<file path="src/rtl/parity_sched_pkg.sv">
// Shared types and constants for the parity frame scheduler.
// Holds the FSM state encoding, frame width, mode codes and reference parity.
package parity_sched_pkg;

    localparam int FRAME_BITS = 8;

    localparam logic MODE_EVEN = 1'b0;
    localparam logic MODE_ODD  = 1'b1;

    typedef enum logic [2:0] {
        IDLE,
        CLEAR,
        SHIFT,
        SAMPLE,
        RESP
    } state_t;

    // Verdict a correct checker must give for this byte and mode.
    function automatic logic ref_ok(
        input logic [FRAME_BITS-1:0] d,
        input logic                  mode
    );
        return (mode == MODE_ODD) ? (^d) : ~(^d);
    endfunction

endpackage

</file>
<file path="src/rtl/rr_arbiter.sv">
// Combinational round-robin arbiter: search starts at ptr and wraps.
// Ports: req (requests), ptr (first index searched), gnt (one-hot),
// gnt_id (encoded winner), any (some request present).
module rr_arbiter #(
    parameter int N = 4
) (
    input  logic [N-1:0]         req,
    input  logic [$clog2(N)-1:0] ptr,
    output logic [N-1:0]         gnt,
    output logic [$clog2(N)-1:0] gnt_id,
    output logic                 any
);

    localparam int IW = $clog2(N);

    always_comb begin
        int          j;
        logic [IW-1:0] jj;
        gnt    = '0;
        gnt_id = '0;
        any    = 1'b0;
        j      = 0;
        jj     = '0;
        for (int i = 0; i < N; i++) begin
            j = int'(ptr) + i;
            if (j >= N) begin
                j = j - N;
            end
            jj = IW'(j);
            if (!any && req[jj]) begin
                any     = 1'b1;
                gnt[jj] = 1'b1;
                gnt_id  = jj;
            end
        end
    end

endmodule

</file>
<file path="src/rtl/parity_frame_sched.sv">
// Round-robin scheduler sharing one serial parity checker among requesters.
// Ports: req_* byte offers/grant, ser_* checker side, rsp_* verdict
// response, chk_err sticky checker-disagreement flag; reset is async low.
module parity_frame_sched
    import parity_sched_pkg::*;
#(
    parameter int NUM_REQ = 4
) (
    input  logic                       clk,
    input  logic                       reset,
    input  logic [NUM_REQ-1:0]         req_valid,
    input  logic [NUM_REQ*8-1:0]       req_data,
    input  logic [NUM_REQ-1:0]         req_mode,
    output logic [NUM_REQ-1:0]         req_ready,
    output logic                       ser_clear,
    output logic                       ser_valid,
    output logic                       ser_data,
    output logic                       ser_mode,
    input  logic                       ser_parity_ok,
    output logic                       rsp_valid,
    input  logic                       rsp_ready,
    output logic [$clog2(NUM_REQ)-1:0] rsp_id,
    output logic                       rsp_ok,
    output logic                       chk_err
);

    localparam int IW = $clog2(NUM_REQ);

    state_t                state;
    state_t                state_n;
    logic [IW-1:0]         ptr;
    logic [IW-1:0]         gnt_id;
    logic [NUM_REQ-1:0]    gnt;
    logic                  any;
    logic                  xfer;
    logic [2:0]            cnt;
    logic [FRAME_BITS-1:0] data_q;
    logic [FRAME_BITS-1:0] shreg;

    rr_arbiter #(.N(NUM_REQ)) u_arb (
        .req    (req_valid),
        .ptr    (ptr),
        .gnt    (gnt),
        .gnt_id (gnt_id),
        .any    (any)
    );

    always_ff @(posedge clk or negedge reset) begin
        if (!reset) begin
            state <= IDLE;
        end else begin
            state <= state_n;
        end
    end

    // Grant is gated by reset so req_ready is low while reset is held.
    always_comb begin
        state_n   = state;
        req_ready = '0;
        xfer      = 1'b0;
        unique case (state)
            IDLE: begin
                if (reset && any) begin
                    req_ready = gnt;
                    xfer      = 1'b1;
                    state_n   = CLEAR;
                end
            end
            CLEAR:  state_n = SHIFT;
            SHIFT: begin
                if (cnt == 3'd7) begin
                    state_n = SAMPLE;
                end
            end
            SAMPLE: state_n = RESP;
            RESP: begin
                if (rsp_ready) begin
                    state_n = IDLE;
                end
            end
            default: state_n = IDLE;
        endcase
    end

    // Outputs are registered from the next state so they line up
    // with the state they belong to.
    always_ff @(posedge clk or negedge reset) begin
        if (!reset) begin
            ptr       <= '0;
            cnt       <= '0;
            data_q    <= '0;
            shreg     <= '0;
            ser_clear <= 1'b0;
            ser_valid <= 1'b0;
            ser_data  <= 1'b0;
            ser_mode  <= 1'b0;
            rsp_valid <= 1'b0;
            rsp_id    <= '0;
            rsp_ok    <= 1'b0;
            chk_err   <= 1'b0;
        end else begin
            ser_clear <= (state_n == CLEAR);
            ser_valid <= (state_n == SHIFT);
            rsp_valid <= (state_n == RESP);
            ser_data  <= 1'b0;
            if (xfer) begin
                data_q   <= req_data[int'(gnt_id)*FRAME_BITS +: FRAME_BITS];
                shreg    <= req_data[int'(gnt_id)*FRAME_BITS +: FRAME_BITS];
                ser_mode <= req_mode[gnt_id];
                rsp_id   <= gnt_id;
                cnt      <= '0;
                if (int'(gnt_id) == NUM_REQ - 1) begin
                    ptr <= '0;
                end else begin
                    ptr <= gnt_id + 1'b1;
                end
            end
            if (state_n == SHIFT) begin
                ser_data <= shreg[FRAME_BITS-1];
                shreg    <= shreg << 1;
            end
            if (state == SHIFT) begin
                cnt <= cnt + 1'b1;
            end
            if (state == SAMPLE) begin
                rsp_ok <= ser_parity_ok;
                if (ser_parity_ok != ref_ok(data_q, ser_mode)) begin
                    chk_err <= 1'b1;
                end
            end
            if (state_n == RESP || state_n == IDLE) begin
                ser_mode <= 1'b0;
            end
        end
    end

endmodule

</file>
<file path="config.mk">
export PLATFORM = sky130hd
export DESIGN_NAME = parity_frame_sched
export DESIGN_NICKNAME = d
export VERILOG_FILES = /design/src/rtl/parity_sched_pkg.sv /design/src/rtl/rr_arbiter.sv /design/src/rtl/parity_frame_sched.sv
export SDC_FILE = /design/constraint.sdc
export NUM_CORES = 1
export LEC_CHECK = 0
export ABC_AREA = 1
export CAP_MARGIN = 20
export CORE_ASPECT_RATIO = 1.2
export CORE_MARGIN = 1
export CORE_UTILIZATION = 45
export DETAILED_ROUTE_END_ITERATION = 6
export PLACE_DENSITY = 0.84
export SLEW_MARGIN = 25
export SYNTH_ARGS = -nofsm -noshare
export SYNTH_HDL_FRONTEND = slang
export SYNTH_SLANG_ARGS = --single-unit
</file>
<file path="constraint.sdc">
create_clock -name clk -period 3.6 [get_ports clk]
set_input_delay 0.36 -clock clk [delete_from_list [all_inputs] [get_ports clk]]
set_output_delay 0.36 -clock clk [all_outputs]
set_load 0.005 [all_outputs]
</file>
==> results.cfg, run 1 <==
[outcome]
status = complete, no violations

[worst_setup_path]
critPathMaxFanout = 18
critPathRequiredTime_ns = 3.24
critPathCaptureType = output pin
arrival_ns = 2.98
slowest_stage = dfrtp_1
cp_slowest_stage_delay_ns = 0.51
worst-setup-path-type = register to output pin
path_cells = inv_1 > ha_1 > inv_1 > nand3_2 > nand2_4 > nand4_4 > nand3_4 > clkinv_2 > nand2_1 > inv_1 > clkdlybuf4s50_1
start_kind = register
cpMostUsedCell = inv_1

[cells_and_area]
drive_above_1_share_pct = 14.25
fin_nets = 411
final_cells = 418
syn_to_final_growth_pct = 29.95
antenna_cells = 0

[die]
num_rows = 28
die-area_um2 = 5579
initial_core_util_pct = 47.45
die_w_um = 68.35
core_um2 = 5010
die_h_um = 81.62
ioPinCount = 57

[timing]
min_period_ns = 3.340
drv_slew = 0
hold_viol_final = 0
finalSetupViolations = 0
fin_tns_setup_ns = 0
fmax_mhz = 299.4
rsz0062_at_grt = false
period_share_pct = 92.78
relSlewSlack_pct = 64.47
worst_pin_slew_ns = 0.5289
finClkSkew_ns = 0.002284

[logic_synthesis]
ys_ff_latch = 33
synthAdderAreaFrac_pct = 5.263
avgSynthCellArea_um2 = 8.004
yosysWarnings = 0
synth_cell_types = 38
synth_compound_area_share_pct = 12.74
synth-simple-area-share_pct = 33.37
syn_inst = 297
synth_mux_area_share_pct = 0
synth-xor-area-share_pct = 2.947
synth_nets = 351
synth_top_family_by_area = simple AND/OR/NAND/NOR gates
synth_area_um2 = 2377
seq_area_frac_synth_pct = 34.74

[global_routing]
grt_usage_pct = 21.76
antenna_found_initial = 0
grt_overflow = 0
grt_max_degree = 34
grt_pass1_wl_um = 9032
grt_pass1_vias = 1992

[power]
power_switching_mw = 1.572
pwr-share-comb_pct = 66.6
p_seq_share_pct = 21.9
pwr_density_cell_nw_per_um2 = 1008
leakage_nw = 1.544
p_clk_share_pct = 11.5
vdd_ir_drop_max_v = 0.0005205
switching_share_pct = 50.48
p_int_mw = 1.542
fin_total_pwr_mw = 3.114

[drt]
firstDrtPassIters = 4
drt_iter0_markers = 150
antenna_left = 0
vias = 2139
avgRoutedWirePerCell_um = 12.88
drcViolationCount = 0
viasPerCell = 5.117
drt_wl_total_um = 5384

[cts]
path_clk_slew_ns = 0.07
clock_latency_ns = 0.28
clockRootBuffer = clkbuf_8
clock_sinks = 33
h-tree-depth = 2
cts_tree = built
post_cts_buffers = 0
cts_buffer_depth = 2
cts_buffers = 5

[placement]
dp_hpwl_um = 4242
port_buffers = 56
place_inst = 410
place_congestion = 0.8024

[run]
max_cap_viol_count = 0

[worst_hold_path]
hp-class = register to register
[cells by family (layout without fill, tap and decap cells)]
| group | after synthesis | count (layout) |
|---|---|---|
| and+or+nand+nor | 150 | 150 |
| xor gates and xnor gates | 8 | 8 |
| adders and majority gates | 10 | 10 |
| buffers and inverters | 58 | 119 |
| AOI/OAI and AO/OA | 38 | 38 |
| DFF | 33 | 33 |
[stage by stage]
step	setup WS [ns]	area [um^2]	hold WS [ns]	utilization [%]
3_5_place_dp	0.5549	2970	0.4814	59.29
5_1_grt	0.04354	3089	0.5130	61.66
4_1_cts	0.2232	3087	0.4962	61.61
2_1_floorplan	1.284	2377	0.06441	-
3_3_place_gp	0.6275	2970	0.4578	59.29
6_report	0.2600	3089	0.4903	61.66
[state kept, by name (all words and copies together) (netlist names), 2 cells and up]
name    count
cnt         3
ptr         2
shreg       8
rsp_id      2
state       3
data_q      8
[path summary, 6_finish.rpt]
check | start | to | slack [ns] | depth (start not counted)
setup / recovery | ptr[1] | req_ready[3] | 0.26 | 11
hold / removal | rsp_ok | rsp_ok | 0.49 | 2
setup reg to reg | ptr[1] | data_q[5] | 0.89 | 12
hold reg to reg | rsp_ok | rsp_ok | 0.49 | 2
max in group asynchronous | reset | ptr[0] | 2.69 | 2
min in group asynchronous | reset | cnt[2] | 0.60 | 2
[worst max-delay path, delay by kind of cell (launching register included)]
family                   cells  cell delay, ns
flip-flops                   1            0.51
adder cells (fa/ha/maj)      1            0.38
buffers and inverters        5            1.09
AND/OR/NAND/NOR              5            0.70
[cell type report]
class	instances	area [um^2]
fill	434	1921
multi-input combinational	206	1291
sequential	33	827.0
timing repair buffer	57	568.0
inverter	54	211.5
clock buffer	7	86.33
tap	60	75.07
clock inverter	1	30.03
[power by group through the flow]
stage	Combinational (mW)	Sequential [mW]	Clock [mW]
CTS	2.09	0.681	0.361
global placement	2.02	0.675	0
global route	2.33	0.705	0.379
detailed placement	2.07	0.684	0
finish	2.07	0.683	0.357
floorplan	1.69	0.661	0
[placed cells by master, fill, tap and decap left out, types with 3 or more instances in the layout]
| master | n |
|---|---|
| clkbuf_8 | 6 |
| clkdlybuf4s50_1 | 56 |
| dfrtp_1 | 32 |
| ha_1 | 10 |
| inv_1 | 47 |
| inv_2 | 4 |
| nand2_1 | 66 |
| nand2_2 | 10 |
| nand2_4 | 3 |
| nand3_1 | 33 |
| nand3_2 | 3 |
| nand3b_1 | 7 |
| nor2_1 | 17 |
| nor2_2 | 3 |
| o211ai_2 | 8 |
| o21ai_0 | 8 |
| o21ai_1 | 5 |
| xor2_1 | 6 |
[cell usage after synthesis]
library cell / number / area (um^2)
nand2_1: 66 / 247.7
inv_1: 47 / 176.4
dfrtp_1: 33 / 825.8
nand3_1: 33 / 165.2
nor2_1: 17 / 63.81
ha_1: 10 / 125.1
nand2_2: 10 / 62.56
o211ai_2: 8 / 100.1
o21ai_0: 8 / 40.04
nand3b_1: 7 / 52.55
xor2_1: 6 / 52.55
inv_2: 5 / 18.77
o21ai_1: 5 / 25.02
nand2_4: 3 / 33.78
nand3_2: 3 / 30.03
nor2_2: 3 / 18.77
a21oi_1: 2 / 10.01
a221oi_1: 2 / 17.52
a22o_1: 2 / 17.52
buf_12: 2 / 40.04
buf_2: 2 / 10.01
nand2_8: 2 / 40.04
nand3_4: 2 / 35.03
o2111ai_1: 2 / 17.52
o22ai_1: 2 / 12.51
o31ai_1: 2 / 15.01
xnor2_1: 2 / 17.52
a21boi_0: 1 / 7.510
inv_4: 1 / 6.260
inv_6: 1 / 8.760
nand4_1: 1 / 6.260
nand4_4: 1 / 21.27
nor2_4: 1 / 11.26
nor3_1: 1 / 5.000
o21a_1: 1 / 7.510
o21ai_2: 1 / 8.760
o21ai_4: 1 / 16.27
o21bai_1: 1 / 7.510
[what timing repair did]
action | CTS | global route
setup endpoints to repair | 0 | 4
hold endpoints to repair | 0 | 0
hold buffers | 0 | 0
resized for setup | 0 | 2
[metal layers]
layer	vias to the layer above	GRT usage, %	part of all wire [%]
li1	1078	-	-
met1	997	28.39	43
met2	57	34.80	51
met3	7	4.444	3.9
met4	0	8.333	1.8
met5	-	0	0
Power figures use the tool's default switching activity.
==> inputs of run 2 (changes only) <==
--- a/config.mk
+++ b/config.mk
@@ -11,6 +11,7 @@
 export CORE_MARGIN = 1
 export CORE_UTILIZATION = 45
 export DETAILED_ROUTE_END_ITERATION = 6
+export GPL_ROUTABILITY_DRIVEN = 0
 export PLACE_DENSITY = 0.84
 export SLEW_MARGIN = 25
 export SYNTH_ARGS = -nofsm -noshare
==> run 2 against run 1 <==
Compared with the run above:
- non-clock buffer count is the same
- total power shrank 3.2%
- count of clock-buffer cells in the layout is the same
- highest routed layer unchanged
- largest cell class unchanged
- via count shrank 0.89%
- critical path type unchanged
- routed wire length shrank 3.7%
==> results.cfg, run 2 (synthesis results as in run 1) <==
[run]
max_cap_viol_count = 0

[drt]
drcViolationCount = 0
viasPerCell = 5.084
drt_wl_total_um = 5186
antenna_left = 0
avgRoutedWirePerCell_um = 12.44
drt_iter0_markers = 101
firstDrtPassIters = 4
vias = 2120

[global_routing]
grt_max_degree = 34
grt_pass1_wl_um = 8804
antenna_found_initial = 0
grt_overflow = 0
grt_usage_pct = 20.89
grt_pass1_vias = 2000

[die]
core_um2 = 5010
ioPinCount = 57
die_h_um = 81.62
num_rows = 28
die-area_um2 = 5579
initial_core_util_pct = 47.45
die_w_um = 68.35

[cts]
cts_buffer_depth = 2
post_cts_buffers = 0
cts_resized = 0
h-tree-depth = 2
clockRootBuffer = clkbuf_8
cts_buffers = 5
cts_tree = built
clock_latency_ns = 0.29
clock_sinks = 33
path_clk_slew_ns = 0.07
hold_buffers = 0

[power]
vdd_ir_drop_max_v = 0.0006080
fin_total_pwr_mw = 3.015
pwr_density_cell_nw_per_um2 = 986.4
leakage_nw = 1.532

[timing]
worst_pin_slew_ns = 0.4928
hold_viol_final = 0
fin_tns_setup_ns = 0
whs_ns = 0.4832
rsz0062_at_grt = false
relSlewSlack_pct = 66.89
finClkSkew_ns = 0.008452
period_share_pct = 94.09
finalSetupViolations = 0
min_period_ns = 3.387
fmax_mhz = 295.2
drv_slew = 0

[placement]
dp_hpwl_um = 4203
place_inst = 410
port_buffers = 56

[worst_setup_path]
critPathCaptureType = output pin
critPathRequiredTime_ns = 3.24
arrival_ns = 3.03
critPathMaxFanout = 18
start_kind = register
worst-setup-path-type = register to output pin
path_cells = inv_2 > ha_1 > inv_1 > nand3_1 > nand2_1 > nand4_4 > nand3_4 > inv_2 > nand2_1 > inv_1 > clkdlybuf4s50_1
slowest_stage = dfrtp_1
cp_slowest_stage_delay_ns = 0.54

[cells_and_area]
layout_commonest_cell = nand2_1
final_cells = 417
fin_nets = 411
top_regs = data_q x8, shreg x8
final_cell_mix = nand2_1, clkdlybuf4s50_1, inv_1
syn_to_final_growth_pct = 28.58
drive_above_1_share_pct = 13.73
antenna_cells = 0

[outcome]
status = complete, no violations

[worst_hold_path]
hp-class = register to register
-- run 2: routing by layer --
layer	part of all wire, %	global-route usage (%)	wire, um
met1	46	28.23	2361
met2	47	32.25	2452
met3	5.3	4.583	273
met4	1.9	7.708	99
met5	0	0	0
-- run 2: final timing paths --
kind | slack [ns] | startpoint | cells past startpoint | endpoint
max | 0.21 | ptr[0] | 11 | req_ready[1]
min reg2reg | 0.48 | chk_err | 1 | chk_err
min in group asynchronous | 0.64 | reset | 2 | ser_clear
min | 0.48 | chk_err | 1 | chk_err
max reg2reg | 0.94 | ptr[0] | 12 | shreg[5]
max in group asynchronous | 2.65 | reset | 2 | data_q[7]
-- run 2: area by class of cell --
cell class	instances	area, um^2
Multi-Input combinational cell	206	1291
Timing Repair Buffer	57	568.0
Fill cell	454	1953
Inverter	54	210.2
Tap cell	60	75.07
Sequential cell	33	825.8
Clock buffer	7	86.33
-- run 2: through the flow --
step | util (%) | worst slack (ns) | cell area (um^2)
2_1_floorplan | - | 1.284 | 2377
3_3_place_gp | 59.29 | 0.6568 | 2970
3_5_place_dp | 59.29 | 0.5645 | 2970
4_1_cts | 61.01 | 0.2406 | 3057
5_1_grt | 61.01 | 0.01424 | 3057
6_report | 61.01 | 0.2127 | 3057
-- run 2: critical path: cells and delay by family (launching register included) --
family,cells,cell delay [ns]
flops,1,0.54
buf+inv,5,1.17
simple gates,5,0.64
fa+ha+maj,1,0.39
-- run 2: where the power goes --
group	internal (mW)	total, mW	switching (mW)
clock network	0.152	0.280	0.129
logic	0.756	2.05	1.30
registers	0.557	0.681	0.125
total	1.46	3.01	1.55
==> inputs of run 3 (changes only) <==
--- a/config.mk
+++ b/config.mk
@@ -17,3 +17,4 @@
 export SYNTH_ARGS = -nofsm -noshare
 export SYNTH_HDL_FRONTEND = slang
 export SYNTH_SLANG_ARGS = --single-unit
+export TNS_END_PERCENT = 10
==> results of run 3 <==
Same layout as run 2: the final DEF is identical, and so are final timing and power.
